==> src/rtl/pwm_pkg.sv <==
`default_nettype none
// ============================================================================
// Module  : pwm_pkg
// Brief   : Shared mode constants and helpers for the PWM LED array.
// Revision: 1.0 - initial release
// ============================================================================
package pwm_pkg;

    localparam logic MODE_STATIC  = 1'b0;
    localparam logic MODE_BREATHE = 1'b1;

    // Wide enough for any CW up to 16 plus the extra compare bit.
    localparam int c_WIDE_W = 17;
    typedef logic [c_WIDE_W-1:0] duty_wide_t;

    function automatic int ch_sel_w(input int ch);
        return (ch > 1) ? $clog2(ch) : 1;
    endfunction

    function automatic duty_wide_t clamp_duty(input duty_wide_t duty, input duty_wide_t period);
        return (duty > period) ? period : duty;
    endfunction

endpackage
`default_nettype wire

==> src/rtl/pwm_fade_ch.sv <==
`default_nettype none
// ============================================================================
// Module  : pwm_fade_ch
// Brief   : One PWM channel: shadow/active duty, breathing ramp, output flop.
// Revision: 1.0 - initial release
// ============================================================================
module pwm_fade_ch
    import pwm_pkg::*;
#(
    parameter int CW     = 9,
    parameter int PERIOD = 300
) (
    input  logic          clk,
    input  logic          rst_n,
    input  logic          en,
    input  logic [CW-1:0] cnt_nxt,
    input  logic          wrap,
    input  logic          fade_step,
    input  logic          wr_stb,
    input  logic [CW-1:0] wr_duty,
    input  logic          wr_mode,
    output logic          restart,
    output logic          pwm_out
);

    typedef logic [CW:0] lvl_t;

    logic [CW-1:0] r_sh_duty;
    logic          r_sh_mode;
    lvl_t          r_peak;
    logic          r_mode;
    lvl_t          r_lvl;
    logic          r_dir_down;
    logic          r_pwm;

    logic          w_load;
    logic [CW-1:0] w_src_duty;
    logic          w_src_mode;
    lvl_t          w_src_peak;
    lvl_t          w_peak_nxt;
    logic          w_mode_nxt;
    logic          w_restart;
    logic          w_step;
    lvl_t          w_inc;
    lvl_t          w_dec;
    lvl_t          w_lvl_nxt;
    logic          w_dir_nxt;
    lvl_t          w_level_nxt;

    // A write in the load cycle bypasses the shadow so it lands in the new period.
    assign w_load     = wrap || !en;
    assign w_src_duty = wr_stb ? wr_duty : r_sh_duty;
    assign w_src_mode = wr_stb ? wr_mode : r_sh_mode;
    assign w_src_peak = lvl_t'(clamp_duty(duty_wide_t'(w_src_duty), duty_wide_t'(PERIOD)));

    assign w_peak_nxt = w_load ? w_src_peak : r_peak;
    assign w_mode_nxt = w_load ? w_src_mode : r_mode;
    assign w_restart  = w_load && ((w_src_mode != r_mode) || (w_src_peak < r_lvl));
    assign w_step     = fade_step && (w_src_mode == MODE_BREATHE);
    assign w_inc      = r_lvl + lvl_t'(1);
    assign w_dec      = r_lvl - lvl_t'(1);

    always_comb begin
        w_lvl_nxt = r_lvl;
        w_dir_nxt = r_dir_down;
        if (w_restart) begin
            w_lvl_nxt = '0;
            w_dir_nxt = 1'b0;
        end else if (w_step) begin
            if (w_src_peak == '0) begin
                w_lvl_nxt = '0;
                w_dir_nxt = 1'b0;
            end else if (!r_dir_down && (r_lvl < w_src_peak)) begin
                w_lvl_nxt = w_inc;
                w_dir_nxt = (w_inc == w_src_peak);
            end else if (r_lvl != '0) begin
                w_lvl_nxt = w_dec;
                w_dir_nxt = (w_dec != '0);
            end else begin
                w_lvl_nxt = w_inc;
                w_dir_nxt = (w_inc == w_src_peak);
            end
        end
    end

    // Compare against next-cycle count/level so the output flop shows cnt=0 right after the wrap.
    assign w_level_nxt = (w_mode_nxt == MODE_BREATHE) ? w_lvl_nxt : w_peak_nxt;

    always_ff @(posedge clk or negedge rst_n) begin
        if (!rst_n) begin
            r_sh_duty  <= '0;
            r_sh_mode  <= MODE_STATIC;
            r_peak     <= '0;
            r_mode     <= MODE_STATIC;
            r_lvl      <= '0;
            r_dir_down <= 1'b0;
            r_pwm      <= 1'b0;
        end else begin
            if (wr_stb) begin
                r_sh_duty <= wr_duty;
                r_sh_mode <= wr_mode;
            end
            r_peak     <= w_peak_nxt;
            r_mode     <= w_mode_nxt;
            r_lvl      <= w_lvl_nxt;
            r_dir_down <= w_dir_nxt;
            r_pwm      <= en && ({1'b0, cnt_nxt} < w_level_nxt);
        end
    end

    assign restart = w_restart;
    assign pwm_out = r_pwm;

endmodule
`default_nettype wire

==> src/rtl/pwm_led_array.sv <==
`default_nettype none
// ============================================================================
// Module  : pwm_led_array
// Brief   : Multi-channel PWM LED driver with shared period counter and fade divider.
// Revision: 1.0 - initial release
// ============================================================================
module pwm_led_array
    import pwm_pkg::*;
#(
    parameter int CH       = 3,
    parameter int CW       = 9,
    parameter int PERIOD   = 300,
    parameter int FADE_DIV = 4
) (
    input  logic                    clk,
    input  logic                    rst_n,
    input  logic                    en,
    input  logic                    wr_en,
    input  logic [ch_sel_w(CH)-1:0] wr_ch,
    input  logic [CW-1:0]           wr_duty,
    input  logic                    wr_mode,
    output logic [CH-1:0]           pwm_out,
    output logic                    period_tick
);

    localparam int c_SEL_W = ch_sel_w(CH);
    localparam int c_FD_W  = (FADE_DIV > 1) ? $clog2(FADE_DIV) : 1;

    typedef logic [CW-1:0]      cnt_t;
    typedef logic [c_FD_W-1:0]  fd_t;
    typedef logic [c_SEL_W-1:0] sel_t;

    cnt_t          r_cnt;
    cnt_t          w_cnt_nxt;
    fd_t           r_fdiv;
    logic          r_tick;
    logic          w_wrap;
    logic          w_fade_step;
    logic [CH-1:0] w_wr_stb;
    logic [CH-1:0] w_restart;

    assign w_wrap      = en && (r_cnt == cnt_t'(PERIOD - 1));
    assign w_fade_step = w_wrap && (r_fdiv == fd_t'(FADE_DIV - 1));

    always_comb begin
        w_cnt_nxt = r_cnt + cnt_t'(1);
        if (!en || w_wrap) begin
            w_cnt_nxt = '0;
        end
    end

    // Any channel restarting its ramp realigns the shared fade divider.
    always_ff @(posedge clk or negedge rst_n) begin
        if (!rst_n) begin
            r_cnt  <= '0;
            r_fdiv <= '0;
            r_tick <= 1'b0;
        end else begin
            r_cnt  <= w_cnt_nxt;
            r_tick <= w_wrap;
            if (|w_restart) begin
                r_fdiv <= '0;
            end else if (w_wrap) begin
                r_fdiv <= w_fade_step ? fd_t'(0) : r_fdiv + fd_t'(1);
            end
        end
    end

    generate
        for (genvar i = 0; i < CH; i++) begin : g_ch
            assign w_wr_stb[i] = wr_en && (wr_ch == sel_t'(i));

            pwm_fade_ch #(
                .CW     (CW),
                .PERIOD (PERIOD)
            ) u_ch (
                .clk       (clk),
                .rst_n     (rst_n),
                .en        (en),
                .cnt_nxt   (w_cnt_nxt),
                .wrap      (w_wrap),
                .fade_step (w_fade_step),
                .wr_stb    (w_wr_stb[i]),
                .wr_duty   (wr_duty),
                .wr_mode   (wr_mode),
                .restart   (w_restart[i]),
                .pwm_out   (pwm_out[i])
            );
        end
    endgenerate

    assign period_tick = r_tick;

endmodule
`default_nettype wire

==> config.mk <==
export PLATFORM = sky130hd
export DESIGN_NAME = pwm_led_array
export DESIGN_NICKNAME = d
export VERILOG_FILES = /design/src/rtl/pwm_pkg.sv /design/src/rtl/pwm_fade_ch.sv /design/src/rtl/pwm_led_array.sv
export SDC_FILE = /design/constraint.sdc
export NUM_CORES = 1
export LEC_CHECK = 0
export BUFFER_PORTS_ARGS = -buffer_cell sky130_fd_sc_hd__buf_2
export CELL_PAD_IN_SITES_DETAIL_PLACEMENT = 0
export CELL_PAD_IN_SITES_GLOBAL_PLACEMENT = 1
export CORE_ASPECT_RATIO = 2
export CORE_MARGIN = 2
export CORE_UTILIZATION = 40
export CTS_CLUSTER_DIAMETER = 50
export CTS_CLUSTER_SIZE = 8
export DETAILED_ROUTE_END_ITERATION = 7
export GPL_ROUTABILITY_DRIVEN = 0
export GPL_TIMING_DRIVEN = 0
export PLACE_DENSITY = 0.82
export SYNTH_ARGS = -nofsm -noshare
export SYNTH_HDL_FRONTEND = slang
export SYNTH_SLANG_ARGS = --single-unit
==> constraint.sdc <==
create_clock -name clk -period 5.95 [get_ports clk]
set_input_delay 0.595 -clock clk [delete_from_list [all_inputs] [get_ports clk]]
set_output_delay 0.595 -clock clk [all_outputs]
set_load 0.01 [all_outputs]
==> results.ini <==
[run_status]
outcome = complete, but fails checks
failed_checks = setup timing

[detailed_routing]
vias = 8146
detail_route.drc_violations = 0
drt-vias-per-instance = 6.05
number_of_nets_still_failing_antenna_checks_after_routing = 0
routedWlPerCell_um = 21.3
initialDrtViolationCount = 429
route.final.wire_length_um = 28700
first_pass_iters = 5

[synthesis]
synth.cell_area_sq_um = 8680
postSynth.topFlopCell = sky130_fd_sc_hd__dfrtp_1
synth-edff-count = 0
yosys_register_bits = 111
yosys_warnings = 0
synth_nets = 1094
netlist_instances = 1018
synthDistinctLibCells = 82
seq_area_frac_synth_pct = 32.0
syn_area_per_cell_sq_um = 8.52
postSynth.asyncResetShare_pct = 100

[grt]
grt_max_degree = 95
grt_util_all_layers_pct = 25.8
first_pass_grt_wire_length_um = 44600
grt_overflow_total = 0
vias_in_the_first_global_route = 8120
grt_antenna_before_repair = 0

[sta]
transition_time_at_the_pin_with_the_least_slew_margin_ns = 1.17
timing.final.max_slew_violations = 0
fin_worst_skew_ns = 0.0149
headroom_to_the_max_slew_limit_pct = 21.6
max_freq_mhz = 164
grt_setup_unrepaired = yes
finalSetupViolCount = 1
timing_hold_violations_final = 0
layout_setup_ws_ns = -0.138
final_worst_path_period_need_ns = 6.09
fin_crit_sh_pct = 102

[power_and_ir_drop]
powerDensity_nw_per_um2 = 274
vdd_ir_drop_max_uv = 137
power.leakage_nw = 4.30

[clock_tree]
clock_tree.htree_level_count = 3
worstSkewPairLatency_ns = 0.38
cts.sink_count = 111
clock_path_buffers = 2
tritoncts = done
cts.clk_slew.worst_paths_ns = 0.08
cts-buffers-inserted = 9
clock-root-buffer = sky130_fd_sc_hd__clkbuf_16
cts_hold_buffers = 0

[floorplan]
io_pins = 20
die_w_um = 108
die-height_um = 212
floorplan_die_area_sq_um = 23000
floorplan.initialDensity_pct = 40.5
rows = 76
placeableCoreArea_sq_um = 21400

[place]
place_area_sq_um = 9160
portBuffers = 17
place_ws_ns = -1.15
post-dp-hpwl_um = 22200

[final_layout]
postLayoutCoreUtil_pct = 46.7
post-route-cell-area_sq_um = 9990
drive_above_1_share_pct = 15.8
area_growth_syn_to_layout_pct = 15.1
nets = 1144
fillerInstances = 2141
antenna-diode-count = 0

[min_path]
worst_hold_path_type = in -> async

[critical_path]
worstSetupEndpointType = flip-flop
timing_worst_setup_path_type = reg -> reg
cp_data_required_time_ns = 6.26
worstSetupStartpointType = flip-flop
ff2ff_path_depth = 23
crit_fanout = 8
worst_ep_arrival_time_ns = 6.40

[job]
cap_viol_max_count = 0

-- state kept, by name, indices dropped and copies added (netlist names) --
| signal | flops |
|---|---|
| r_fdiv | 2 |
| g_ch.u_ch.r_dir_down | 3 |
| r_cnt | 9 |
| g_ch.u_ch.r_mode | 3 |
| g_ch.u_ch.r_sh_duty | 27 |
| g_ch.u_ch.r_sh_mode | 3 |
| g_ch.u_ch.r_peak | 30 |
| period_tick | 1 |
| g_ch.u_ch.pwm_out | 3 |
| g_ch.u_ch.r_lvl | 30 |
-- worst paths after layout --
path | start | endpoint | slack (ns)
setup / recovery | g_ch[2].u_ch.r_sh_duty[7] | g_ch[2].u_ch.pwm_out | -0.14
hold / removal | rst_n | r_cnt[4] | 0.05
min in group clk | g_ch[2].u_ch.r_peak[6] | g_ch[2].u_ch.r_peak[6] | 0.48
setup reg to reg | g_ch[2].u_ch.r_sh_duty[7] | g_ch[2].u_ch.pwm_out | -0.14
hold reg to reg | g_ch[2].u_ch.r_peak[6] | g_ch[2].u_ch.r_peak[6] | 0.48
max in group asynchronous | rst_n | g_ch[0].u_ch.r_sh_duty[0] | 5.16
-- cell usage after synthesis, drive strengths merged (6+ instances only) --
cell type | count | area (sq um)
dfrtp | 111 | 2780
nand2 | 103 | 387
nor2 | 96 | 363
ha | 60 | 751
a21oi | 51 | 255
inv | 51 | 191
mux2i | 46 | 460
xnor2 | 46 | 403
clkbuf | 40 | 150
o21ai | 40 | 200
nand3 | 34 | 170
mux2 | 26 | 297
nand4 | 26 | 163
a31oi | 24 | 165
nor3 | 24 | 120
or3 | 17 | 111
a21o | 14 | 106
or4 | 13 | 113
a211oi | 12 | 95.1
and2 | 12 | 78.8
buf | 11 | 67.6
o31ai | 11 | 82.6
or2 | 11 | 68.8
xor2 | 11 | 96.3
and3 | 10 | 67.6
nor4 | 10 | 62.6
nor2b | 9 | 56.3
o22ai | 8 | 50.1
a22oi | 6 | 45.0
a2bb2oi | 6 | 52.6
nand2b | 6 | 37.5
-- layer usage --
layer  wire length [um]  vias up  track usage, %
met5                  0        -               0
met4               2270        0            18.1
met3                947      116            2.91
met2              15400      261            47.8
met1              10000     3951            26.0
li1                   -     3818               -
-- stage by stage --
stage / hold slack, ns / setup TNS [ns] / instances / power [mW]
6_report: 0.0491 / -0.138 / 1346 / 2.73
5_1_grt: 0.0490 / -0.562 / 1346 / 2.89
4_1_cts: 0.0445 / -0.154 / 1339 / 2.67
3_5_place_dp: 0.446 / -2.73 / 1309 / 1.94
3_3_place_gp: 0.455 / -2.76 / 1308 / 1.93
2_1_floorplan: 0.299 / -0.124 / 1018 / 1.65
-- layout by cell type (no fill, tap or decap), types with 7 or more instances in the layout --
cell	Yosys	routed
sky130_fd_sc_hd__o21ai_0	37	36
sky130_fd_sc_hd__and2_1	10	8
sky130_fd_sc_hd__nand3_1	34	33
sky130_fd_sc_hd__or4_1	9	9
sky130_fd_sc_hd__nor2_1	95	90
sky130_fd_sc_hd__or3_1	16	15
sky130_fd_sc_hd__a21oi_1	51	48
sky130_fd_sc_hd__a21o_1	13	13
sky130_fd_sc_hd__nand4_1	26	26
sky130_fd_sc_hd__mux2i_1	46	41
sky130_fd_sc_hd__ha_1	60	56
sky130_fd_sc_hd__xor2_1	11	11
sky130_fd_sc_hd__dfrtp_1	111	111
sky130_fd_sc_hd__o22ai_1	8	7
sky130_fd_sc_hd__a31oi_1	23	20
sky130_fd_sc_hd__clkbuf_1	40	35
sky130_fd_sc_hd__xnor2_1	46	46
sky130_fd_sc_hd__and3_1	9	9
sky130_fd_sc_hd__a211oi_1	11	9
sky130_fd_sc_hd__mux2_2	25	24
sky130_fd_sc_hd__inv_1	49	49
sky130_fd_sc_hd__nor3_1	24	23
sky130_fd_sc_hd__buf_2	6	16
sky130_fd_sc_hd__buf_4	3	29
sky130_fd_sc_hd__clkbuf_16	0	9
sky130_fd_sc_hd__nand2_1	103	99
sky130_fd_sc_hd__o31ai_1	11	8
sky130_fd_sc_hd__or2_2	11	10
sky130_fd_sc_hd__nor4_1	10	10
-- layout make-up --
| cell class | count | area [sq um] | area share [%] |
|---|---|---|---|
| clock inverters | 7 | 78.8 | 0.789 |
| clock buffers | 9 | 225 | 2.26 |
| repair buffers | 43 | 332 | 3.32 |
| plain buffers | 47 | 225 | 2.26 |
| flip-flops and latches | 111 | 2780 | 27.8 |
| well taps | 273 | 342 | 3.42 |
| multi-input cells | 804 | 5810 | 58.2 |
| inverters | 52 | 195 | 1.95 |
-- critical path, cell delays in order, from the launching register on --
cell,delay [ns]
sky130_fd_sc_hd__dfrtp_1,0.40
sky130_fd_sc_hd__or4_4,0.55
sky130_fd_sc_hd__or4_4,0.44
sky130_fd_sc_hd__and2_4,0.18
sky130_fd_sc_hd__nand2_8,0.11
sky130_fd_sc_hd__nand2_4,0.06
sky130_fd_sc_hd__ha_4,0.31
sky130_fd_sc_hd__nand3_4,0.09
sky130_fd_sc_hd__or2_4,0.26
sky130_fd_sc_hd__or4b_4,0.47
sky130_fd_sc_hd__o211ai_1,0.21
sky130_fd_sc_hd__a31o_2,0.16
sky130_fd_sc_hd__and2_4,0.17
sky130_fd_sc_hd__mux2_4,0.32
sky130_fd_sc_hd__a32o_1,0.25
sky130_fd_sc_hd__a31oi_1,0.17
sky130_fd_sc_hd__ha_1,0.27
sky130_fd_sc_hd__a21o_1,0.17
sky130_fd_sc_hd__a21o_1,0.18
sky130_fd_sc_hd__a21oi_2,0.13
sky130_fd_sc_hd__or4bb_1,0.43
sky130_fd_sc_hd__or4b_1,0.51
sky130_fd_sc_hd__nand2_1,0.08
sky130_fd_sc_hd__a22o_1,0.13
-- kinds of logic after synthesis --
kind of cell	share of synthesized area, %
adders and majority gates	8.65
buffers and inverters	4.76
and+or+nand+nor	22.9
xor gates and xnor gates	5.75
DFF	32.0
muxes	8.73
AOI/OAI and AO/OA	17.2
-- what timing repair did --
item                                    4_1_cts  5_1_grt
endpoints found under the setup margin        3        3
resized for setup                            47       31
pin swaps                                    19       11
cloned                                        0        1
buffers inserted                             16        8
-- power by group --
part / internal, mW / switching [mW] / leakage (nW) / total, mW
sequential: 0.850 / 0.0473 / 1.41 / 0.898
clock: 0.303 / 0.331 / 0.151 / 0.634
combinational: 0.494 / 0.709 / 2.74 / 1.20
total: 1.65 / 1.09 / 4.30 / 2.73
No activity file was read; power rests on OpenSTA's default activity.
